==> config.mk <==
export PLATFORM = sky130hd
export DESIGN_NAME = pipe_demux
export DESIGN_NICKNAME = d
export VERILOG_FILES = /design/src/rtl/pipe_demux.sv
export SDC_FILE = /design/constraint.sdc
export NUM_CORES = 1
export LEC_CHECK = 0
export ABC_CLOCK_PERIOD_IN_PS = 3700
export BUFFER_PORTS_ARGS = -buffer_cell sky130_fd_sc_hd__buf_2
export CORE_MARGIN = 2
export CORE_UTILIZATION = 50
export CTS_BUF_LIST = sky130_fd_sc_hd__clkbuf_16
export DETAILED_ROUTE_END_ITERATION = 10
export PLACE_DENSITY = 0.9
export SLEW_MARGIN = 10
export SYNTH_ARGS = -nofsm -noshare
export SYNTH_HDL_FRONTEND = slang
export SYNTH_SLANG_ARGS = --single-unit
==> constraint.sdc <==
create_clock -name clk -period 3.7 [get_ports clk]
set_clock_uncertainty 0.15 [all_clocks]
set_input_delay 0.37 -clock clk [delete_from_list [all_inputs] [get_ports clk]]
set_output_delay 0.37 -clock clk [all_outputs]
set_load 0.05 [all_outputs]
==> src/rtl/pipe_demux.sv <==
`default_nettype none
// ============================================================================
// Module      : pipe_demux
// Description : Registered 1-to-2 demultiplexer for a valid/ready word stream.
//               Each accepted word is routed by in_sel into one of two output
//               buffers. Each buffer has its own valid/ready handshake, so a
//               stalled consumer never blocks words bound for the other one.
//
//               Optional feature macro: PIPE_DEMUX_SKID_EN
//                 undefined : depth-1 buffers. in_ready has a combinational
//                             path from the selected out ready, which gives
//                             full throughput.
//                 defined   : depth-2 skid buffers (head + tail). in_ready
//                             depends only on registered state.
//
// Ports       : clk, rst_n    rising-edge clock, asynchronous active-low reset
//               flush         synchronous clear of all buffered words
//               in_valid/in_ready/in_sel/in_data   upstream handshake + route
//               out0_valid/out0_ready/out0_data    consumer 0
//               out1_valid/out1_ready/out1_data    consumer 1
// Revision    : 1.0 - initial release
// ============================================================================
module pipe_demux #(
    parameter int DATA_WIDTH = 32
) (
    input  logic                  clk,
    input  logic                  rst_n,
    input  logic                  flush,
    input  logic                  in_valid,
    output logic                  in_ready,
    input  logic                  in_sel,
    input  logic [DATA_WIDTH-1:0] in_data,
    output logic                  out0_valid,
    input  logic                  out0_ready,
    output logic [DATA_WIDTH-1:0] out0_data,
    output logic                  out1_valid,
    input  logic                  out1_ready,
    output logic [DATA_WIDTH-1:0] out1_data
);

`ifdef PIPE_DEMUX_SKID_EN
    localparam int c_cnt_w = 2;
`else
    localparam int c_cnt_w = 1;
`endif

    // Per-buffer occupancy and head-of-buffer word (index = output number).
    logic [c_cnt_w-1:0]    r_count [2];
    logic [DATA_WIDTH-1:0] r_head  [2];
`ifdef PIPE_DEMUX_SKID_EN
    logic [DATA_WIDTH-1:0] r_tail  [2];
`endif

    logic [1:0] w_out_ready;
    logic [1:0] w_push;
    logic [1:0] w_pop;

    assign w_out_ready = {out1_ready, out0_ready};

    // Acceptance looks only at the buffer selected by in_sel. Reset and flush
    // both force in_ready low so nothing is taken in those cycles.
`ifdef PIPE_DEMUX_SKID_EN
    assign in_ready = rst_n && !flush && (r_count[in_sel] != 2'd2);
`else
    assign in_ready = rst_n && !flush &&
                      ((r_count[in_sel] == 1'b0) || w_out_ready[in_sel]);
`endif

    always_comb begin
        w_push         = 2'b00;
        w_push[in_sel] = in_valid && in_ready;
        // A pop in a flush cycle is void; the buffer is cleared instead.
        w_pop[0]       = (r_count[0] != '0) && out0_ready && !flush;
        w_pop[1]       = (r_count[1] != '0) && out1_ready && !flush;
    end

    always_ff @(posedge clk or negedge rst_n) begin
        if (!rst_n) begin
            for (int i = 0; i < 2; i++) begin
                r_count[i] <= '0;
                r_head[i]  <= '0;
`ifdef PIPE_DEMUX_SKID_EN
                r_tail[i]  <= '0;
`endif
            end
        end else if (flush) begin
            for (int i = 0; i < 2; i++) begin
                r_count[i] <= '0;
            end
        end else begin
            for (int i = 0; i < 2; i++) begin
`ifdef PIPE_DEMUX_SKID_EN
                case ({w_push[i], w_pop[i]})
                    2'b10: begin
                        if (r_count[i] == 2'd0) begin
                            r_head[i] <= in_data;
                        end else begin
                            r_tail[i] <= in_data;
                        end
                        r_count[i] <= r_count[i] + 2'd1;
                    end
                    2'b01: begin
                        if (r_count[i] == 2'd2) begin
                            r_head[i] <= r_tail[i];
                        end
                        r_count[i] <= r_count[i] - 2'd1;
                    end
                    2'b11: begin
                        // Only reachable at count 1 (count 2 blocks the push,
                        // count 0 has nothing to pop): replace the head.
                        r_head[i] <= in_data;
                    end
                    default: begin
                    end
                endcase
`else
                // Push wins: with a simultaneous pop the old head leaves and
                // the new word takes its place, count stays at 1.
                if (w_push[i]) begin
                    r_head[i]  <= in_data;
                    r_count[i] <= 1'b1;
                end else if (w_pop[i]) begin
                    r_count[i] <= 1'b0;
                end
`endif
            end
        end
    end

    assign out0_valid = (r_count[0] != '0);
    assign out1_valid = (r_count[1] != '0);
    assign out0_data  = r_head[0];
    assign out1_data  = r_head[1];

endmodule
`default_nettype wire

==> metrics, run 1 <==
Worst Max-Slew Pin Slew ~1.1 ns; drt via density just under 5; Synth Flop Type dfrtp_1; die area between 5000 and 6000 µm²; I/O pin total between 100 and 150; pre-CTS WS around 1.4 ns; endpoint of the most critical register-to-register path out0_data[3]; RR Startpoint out0_valid; Critical path buffers and inverters 3; Post-CTS Hold Fix Bufs 0; final critical-path setup slack between 1.5 and 2 ns; Post-synth EDFFs 0; maximum level of the CTS H-tree 3; via count approximately 1600; fraction of post-synthesis cell area in the top cell type by area 62.62%; minimum clock period approximately 2.1 ns; most prevalent standard cell on the critical path buf_2; power per standard cell area between 700 and 800 nW/µm²; sequence of cells on the critical path buf_2 > buf_4 > nor3b_1 > buf_2; antenna violation net count after detailed routing 0; type of the tightest min-delay check in2async; cell type with the largest total area after synthesis dfrtp_1; number of antenna violations at the first check in global routing 0; Data required, critical path 3.18 ns; initial standard-cell utilization of the core just over 50%; final estimated routing congestion in global placement between 0.8 and 0.9; number of global-route vias before repair 1628; sequential fraction of the synthesis area 62.62%; hpwl dp ~3600 µm; worst slew margin relative to its limit 28.05%; count of instances resized after the clock tree is built 0; library cells used by synthesis 13; drt drc 0; element type at the critical path start input pin; Max clock buf depth 2; static power due to leakage ~1.8 nW; maximum fanout along the worst path 67; core area between 5000 and 6000 µm²; mean post-synth cell area 18.07 µm²; number of instances in the synthesized netlist roughly 150; highest ir drop seen on vdd roughly 0.39 mV; highest-delay cell along the critical path buf_4; element type at the critical path end output port; part of the cycle the worst path needs 58.04%; critical path arrival 1.63 ns; clock tree from TritonCTS built; Fin. Hold Viols 0; worst setup path start rst_n; max_cap viols 0; wire length of the first global-routing pass ~8400 µm; Total Negative Setup Slacks 0 ns; clock slew at reported path FFs about 0.05 ns; number of standard-cell rows in the floorplan 26; DIE HEIGHT 76.63 µm; area taken by flip-flops and latches around 1700 µm²; number of synthesized register bits 66; largest net degree at the start of global routing 68; final routed wirelength across all metal layers 5424 µm; clock sink count 66; Num CTS Buffers 9; post-CTS setup repair buffer count 0; clk_lat worst skew 0.32 ns; Root Buffer Master clkbuf_16; warnings from Yosys 0; residual overflow from global routing 0; combined global-route utilization of all metal layers a little under a fifth; maximum clock rate roughly 0.47 GHz; largest stage delay on the critical path 0.64 ns; Post-layout nets ~300; largest cells by area after synthesis dfrtp_1, mux2_4, mux2_2; Worst R2R Setup Slack 1.59 ns; setup-violating endpoint count in the final report 0; total nets after synthesis between 150 and 200; critical path depth in cells 4; final count of pins violating max slew 0; n_diodes 0; commonest cells in the synthesized netlist dfrtp_1, mux2_2, mux2_4, buf_12, buf_2; area used by multi-input combinational logic ~900 µm²; overall die width approximately 77 µm; unrepaired setup endpoints after global routing false; type of the worst setup path in2out; outcome finished, final reports clean; relative area change from synthesis to final layout 30.79%; number of fill cells in the layout between 300 and 400; count of input and output buffers about 110; first-pass iteration count of the detailed router 4; Iteration-0 DRC Markers 43; Reg2Reg Depth 3; capture point of the worst path in_ready; cell family with most CP delay buffers and inverters; post-synthesis instance area 2638 µm²; dominant cell by count in the synthesized netlist dfrtp_1; share of synthesized flip-flops with an asynchronous set or reset 100.0%; share of cells above drive strength 1 approximately 71%; Routed WL per cell around 16 µm
[how the worst min path moves through the flow]
stage	start	endpoint	slack, ns	cells after the start
2_1_floorplan	rst_n	out0_data[0]	-0.08	0
3_5_place_dp	out1_data[0]	out1_data[0]	0.34	1
4_1_cts	flush	out0_valid	0.12	2
3_3_place_gp	out1_data[9]	out1_data[9]	0.33	1
5_1_grt	in_data[21]	out0_data[21]	0.13	2
6_report	rst_n	out0_data[1]	0.10	2
[per-layer routing]
metal  global-route usage (%)  wire, µm  share of wire [%]
met5                        0         0                  0
met2                    30.18      2647                 49
met4                    6.545        85                1.6
met3                    6.635       351                6.5
met1                    24.32      2341                 43
[where the power goes]
part / internal (mW) / switching [mW] / total (mW)
registers: 0.881 / 0.0893 / 0.970
clock network: 0.507 / 0.286 / 0.793
logic: 0.281 / 0.712 / 0.993
total: 1.67 / 1.09 / 2.76
[area by class of cell]
type,instances,area share [%]
sequential,66,47.88
multi-input combinational,73,26.12
timing repair buffer,106,15.45
clock buffer,9,6.529
tap,70,2.539
clock inverter,6,1.487
[sequential cells by signal, summed over array words and instances (netlist names)]
name,cells
out0_data,32
out1_data,32
out0_valid,1
out1_valid,1
[layout by cell type (no fill, tap or decap), drive strengths merged]
master	Yosys	routed
dfrtp	66	66
o21ai	1	1
and3b	2	2
mux2	64	64
nand3	1	1
bufinv	0	1
mux2i	1	1
inv	0	2
clkinv	0	3
o21bai	1	1
nand2b	2	2
nor3b	1	1
buf	7	106
clkbuf	0	9
[through the flow]
| step | cells | hold WS (ns) | power [mW] | utilization, % | cell area (µm²) |
|---|---|---|---|---|---|
| finish | 330 | 0.1010 | 2.756 | 67.54 | 3450 |
| floorplan | 146 | -0.07559 | 1.727 | - | 2638 |
| detailed placement | 315 | 0.3400 | 1.973 | 62.13 | 3173 |
| global placement | 315 | 0.3324 | 1.948 | 62.13 | 3173 |
| global route | 330 | 0.1295 | 2.855 | 67.54 | 3450 |
| CTS | 330 | 0.1229 | 2.775 | 67.54 | 3450 |
[cells by family (layout without fill, tap and decap cells)]
| kind of cell | after synthesis | after routing | share of synthesized area (%) |
|---|---|---|---|
| compound gates | 2 | 2 | 0.4743 |
| flops | 66 | 66 | 62.62 |
| simple gates | 6 | 6 | 1.803 |
| buf+inv | 7 | 121 | 3.273 |
| mux | 65 | 65 | 31.83 |
Note: power is estimated with default switching activity, not from simulation.
==> run 2: changes to the inputs <==
ABC_CLOCK_PERIOD_IN_PS = 2200   (was 3700)
CORE_UTILIZATION = 48   (was 50)
PLACE_DENSITY = 0.87   (was 0.9)
clock period = 2.2 ns   (was 3.7 ns; I/O delays follow)
==> run 2 against run 1 <==
Effect of this change:
- die area grew 3.9%
- largest power group unchanged
- global-route usage grew 1.3 points
- sequential power grew 68%
- highest routed layer unchanged
- critical endpoint is now out1_data[5]
- cell count up 10%
- sequential share of layout area down 4.5 points
- critical path depth increased by 2
- first-iteration DRC count increased by 42%
- largest cell class unchanged
- clock power rose by 73%
- non-clock buffer count up 32
- clock-buffer cell count stayed put
- sequential cell count unchanged
==> metrics, run 2 (synthesis results as in run 1) <==
Max clock buf depth 2; combined global-route utilization of all metal layers just over 20%; Post-layout nets approximately 330; element type at the critical path start input pin; n_diodes 0; static power due to leakage 1.898 nW; Critical path buffers and inverters 3; via count 1731; leading cell type in the layout, fill and taps excluded buf_2; maximum fanout along the worst path 20; element type at the critical path end register; Fin. Hold Viols 0; final routed wirelength across all metal layers roughly 5700 µm; Num CTS Buffers 9; relative area change from synthesis to final layout 44.50%; minimum clock period roughly 2 ns; number of antenna violations at the first check in global routing 0; final estimated routing congestion in global placement between 0.7 and 0.8; Worst Max-Slew Pin Slew around 0.80 ns; first-pass iteration count of the detailed router 4; max_cap viols 0; outcome finished, final reports clean; highest-delay cell along the critical path dlygate4sd3_1; residual overflow from global routing 0; unrepaired setup endpoints after global routing false; type of the worst setup path in2reg; Data required, critical path about 2.3 ns; clock sink count 66; setup-violating endpoint count in the final report 0; final count of pins violating max slew 0; maximum level of the CTS H-tree 3; wire length of the first global-routing pass approximately 9400 µm; die area approximately 6100 µm²; initial standard-cell utilization of the core 50.67%; top library cells by usage in the layout, fill and taps aside buf_2, dfrtp_1, mux2_2; antenna violation net count after detailed routing 0; number of global-route vias before repair roughly 1900; number of standard-cell rows in the floorplan 26; Iteration-0 DRC Markers slightly above 60; sequence of cells on the critical path dlygate4sd3_1 > buf_2 > and3b_1 > nand3_2 > buf_12 > mux2_2; largest net degree at the start of global routing 67; cell family with most CP delay buffers and inverters; Root Buffer Master clkbuf_16; count of instances resized after the clock tree is built 0; I/O pin total ~110; part of the cycle the worst path needs 93.28%; hold slack final 0.01119 ns; highest ir drop seen on vdd between 0.8 and 0.9 mV; clock slew at reported path FFs 0.05 ns; final critical-path setup slack ~0.15 ns; count of input and output buffers around 110; critical path arrival about 2.1 ns; drt via density 4.769; power per standard cell area around 1200 nW/µm²; pre-CTS WS between 0.3 and 0.4 ns; largest stage delay on the critical path 0.54 ns; Routed WL per cell ~16 µm; Total Power Consumption 4.720 mW; maximum clock rate between 0.4 and 0.5 GHz; type of the tightest min-delay check in2reg; share of cells above drive strength 1 between 60% and 70%; worst slew margin relative to its limit ~46%; clock tree from TritonCTS built; clk_lat worst skew ~0.32 ns; DIE HEIGHT ~80 µm; drt drc 0; hpwl dp ~3700 µm; core area around 5200 µm²; overall die width around 80 µm; Total Negative Setup Slacks 0 ns
## run 2: path summary, 6_finish.rpt
kind                                from             to  slack, ns  depth (start not counted)
hold / removal                in_data[0]   out0_data[0]       0.01                          2
max in group asynchronous          rst_n  out1_data[12]       0.88                          3
hold reg to reg            out1_data[31]  out1_data[31]       0.35                          1
min in group asynchronous          rst_n   out0_data[1]       0.49                          3
setup reg to reg              out1_valid   out1_data[5]       0.46                          4
setup / recovery                   flush   out1_data[5]       0.15                          6
## run 2: power by group
group          leakage, nW  total (mW)  switching (mW)  internal, mW
registers            0.795        1.63           0.147          1.48
clock network        0.135        1.37           0.500         0.871
logic                0.968        1.72            1.21         0.509
## run 2: metal layers
metal  wire length, µm  up-vias  global-route usage (%)
met4               142        0                   8.947
met2              2930       65                   34.05
met3               284       13                   4.828
met5                 0        -                       0
met1              2372      848                   25.08
li1                  -      805                       -
## run 2: stage by stage
step	util, %	std cells	area (µm²)
6_report	73.22	363	3811
5_1_grt	73.22	363	3811
4_1_cts	73.22	363	3811
3_5_place_dp	61.97	318	3226
3_3_place_gp	61.97	318	3226
2_1_floorplan	-	146	2643
## run 2: layout make-up
class	count	area [µm²]
fillers	371	1394
repair buffers	138	870.8
clock buffers	9	225.2
flip-flops and latches	66	1652
multi-input cells	73	905.9
well taps	70	87.58
clock inverters	7	70.07
## run 2: worst register-to-register path, stage by stage, from the launching register on
cell and delay [ns]:
dfrtp_1 0.38, nand2b_1 0.12, nand3_2 0.36, buf_12 0.32, mux2_2 0.30
## run 2: timing repair
item                                    in CTS  in global routing
endpoints found under the hold margin       57                  0
endpoints found under the setup margin       0                  0
setup buffers                                0                  0
hold buffers                                29                  0
==> run 3: changes to the inputs <==
==> constraint.sdc (replaced) <==
create_clock -name clk -period 2.2 [get_ports clk]
set_clock_uncertainty 0.15 [all_clocks]
set_input_delay 0.33 -clock clk [delete_from_list [all_inputs] [get_ports clk]]
set_output_delay 0.33 -clock clk [all_outputs]
set_load 0.05 [all_outputs]
==> run 3 against run 2 <==
Effect of this change:
- worst hold slack better by 0.072 ns
- critical path type is now reg2out
- die area unchanged
- critical endpoint is now in_ready
- global-route usage down 2.1 points
==> metrics, run 3 (synthesis results as in run 1) <==
largest net degree at the start of global routing between 60 and 70; cell area after placement around 3200 µm²; outcome finished, final reports clean; combined global-route utilization of all metal layers a little under a fifth; worst slew margin relative to its limit a little under half; via count roughly 1600; I/O pin total approximately 110; maximum clock rate 0.5463 GHz; Max clock buf depth 2; maximum fanout along the worst path 3; number of antenna violations at the first check in global routing 0; Post-layout nets approximately 300; Iteration-0 DRC Markers 45; Switching Share 39.86%; antenna violation net count after detailed routing 0; power per standard cell area 1288 nW/µm²; final instance area between 3000 and 4000 µm²; critical path arrival roughly 1.4 ns; Total Power Consumption 4.477 mW; Routed WL per cell about 15 µm; final count of pins violating max slew 0; hpwl dp around 3600 µm; unrepaired setup endpoints after global routing false; maximum level of the CTS H-tree 3; non-filler cells, final 333; combinational group share of total power a little under two fifths; internal power contribution ~2.7 mW; first-pass iteration count of the detailed router 4; share of cells above drive strength 1 71.48%; core area approximately 5200 µm²; Post-CTS Hold Fix Bufs 0; switching power roughly 1.8 mW; Total Negative Setup Slacks 0 ns; Worst Max-Slew Pin Slew just over 0.8 ns; element type at the critical path start register; count of instances resized after the clock tree is built 0; overall die width roughly 80 µm; wire length of the first global-routing pass approximately 8600 µm; top library cells by usage in the layout, fill and taps aside buf_2, dfrtp_1, mux2_2; highest ir drop seen on vdd 0.5639 mV; clk_lat worst skew 0.31 ns; max_cap viols 0; drt via density between 4 and 5; type of the tightest min-delay check in2async; residual overflow from global routing 0; number of global-route vias before repair roughly 1800; clock tree from TritonCTS built; die area 6104 µm²; clock network power share a little over a quarter; clock sink count between 60 and 70; DIE HEIGHT 78.13 µm; static power due to leakage 1.773 nW; number of standard-cell rows in the floorplan 26; n_diodes 0; Fin. Hold Viols 0; final estimated routing congestion in global placement approximately 0.74; cell total after placement 318; Flop pwr share a little over a third; relative area change from synthesis to final layout 31.83%; minimum clock period between 1.5 and 2 ns; part of the cycle the worst path needs 83.20%; count of input and output buffers 105; leading cell type in the layout, fill and taps excluded buf_2; element type at the critical path end output port; final routed wirelength across all metal layers 5161 µm; post-CTS setup repair buffer count 0; Data required, critical path around 1.7 ns; setup-violating endpoint count in the final report 0; Root Buffer Master clkbuf_16; type of the worst setup path reg2out; initial standard-cell utilization of the core 50.67%; clock slew at reported path FFs about 0.05 ns; drt drc 0; Num CTS Buffers 9
==> run 3: cell type report <==
type                            instances  area [µm²]
Clock buffer                            9       225.2
Clock inverter                          6       26.28
Fill cell                             404        1728
Multi-Input combinational cell         73       905.9
Sequential cell                        66        1652
Tap cell                               70       87.58
Timing Repair Buffer                  109       580.6
==> run 3: worst paths after layout <==
kind | slack (ns) | cells past startpoint | startpoint | end
worst max-delay path | 0.37 | 4 | out1_valid | in_ready
worst min-delay path | 0.08 | 2 | rst_n | out1_data[1]
worst max register to register | 0.59 | 4 | out0_valid | out0_data[12]
worst min register to register | 0.35 | 1 | out1_data[20] | out1_data[20]
max in group asynchronous | 1.29 | 2 | rst_n | out0_data[11]
min in group clk | 0.11 | 2 | flush | out0_valid
==> run 3: per-stage QoR <==
stage	util [%]	worst slack [ns]	hold slack [ns]
finish	66.80	0.3696	0.08311
global route	66.80	0.2902	0.1037
CTS	66.80	0.3510	0.09500
detailed placement	61.97	0.3997	0.3373
global placement	61.97	0.4166	0.3307
floorplan	-	0.2163	-0.1156
==> run 3: critical path: stages, from the launching register on <==
cell	delay (ns)
dfrtp_1	0.38
nand2b_1	0.12
mux2i_1	0.10
nor3b_2	0.16
buf_2	0.28
==> run 3: power by group through the flow <==
stage	clock, mW	combinational [mW]	sequential [mW]
floorplan	0	0.331	2.57
global placement	0	1.66	1.63
detailed placement	0	1.68	1.64
CTS	1.21	1.69	1.62
global route	1.27	1.74	1.66
finish	1.18	1.67	1.62
==> run 3: layer usage <==
layer / routed length, µm / GRT usage [%] / share of wire (%) / vias up
met3: 307 / 4.828 / 5.9 / 5
met4: 34 / 6.667 / 0.66 / 0
met5: 0 / 0 / 0 / -
met1: 2166 / 22.61 / 42 / 831
li1: - / - / - / 746
met2: 2653 / 30.78 / 51 / 60
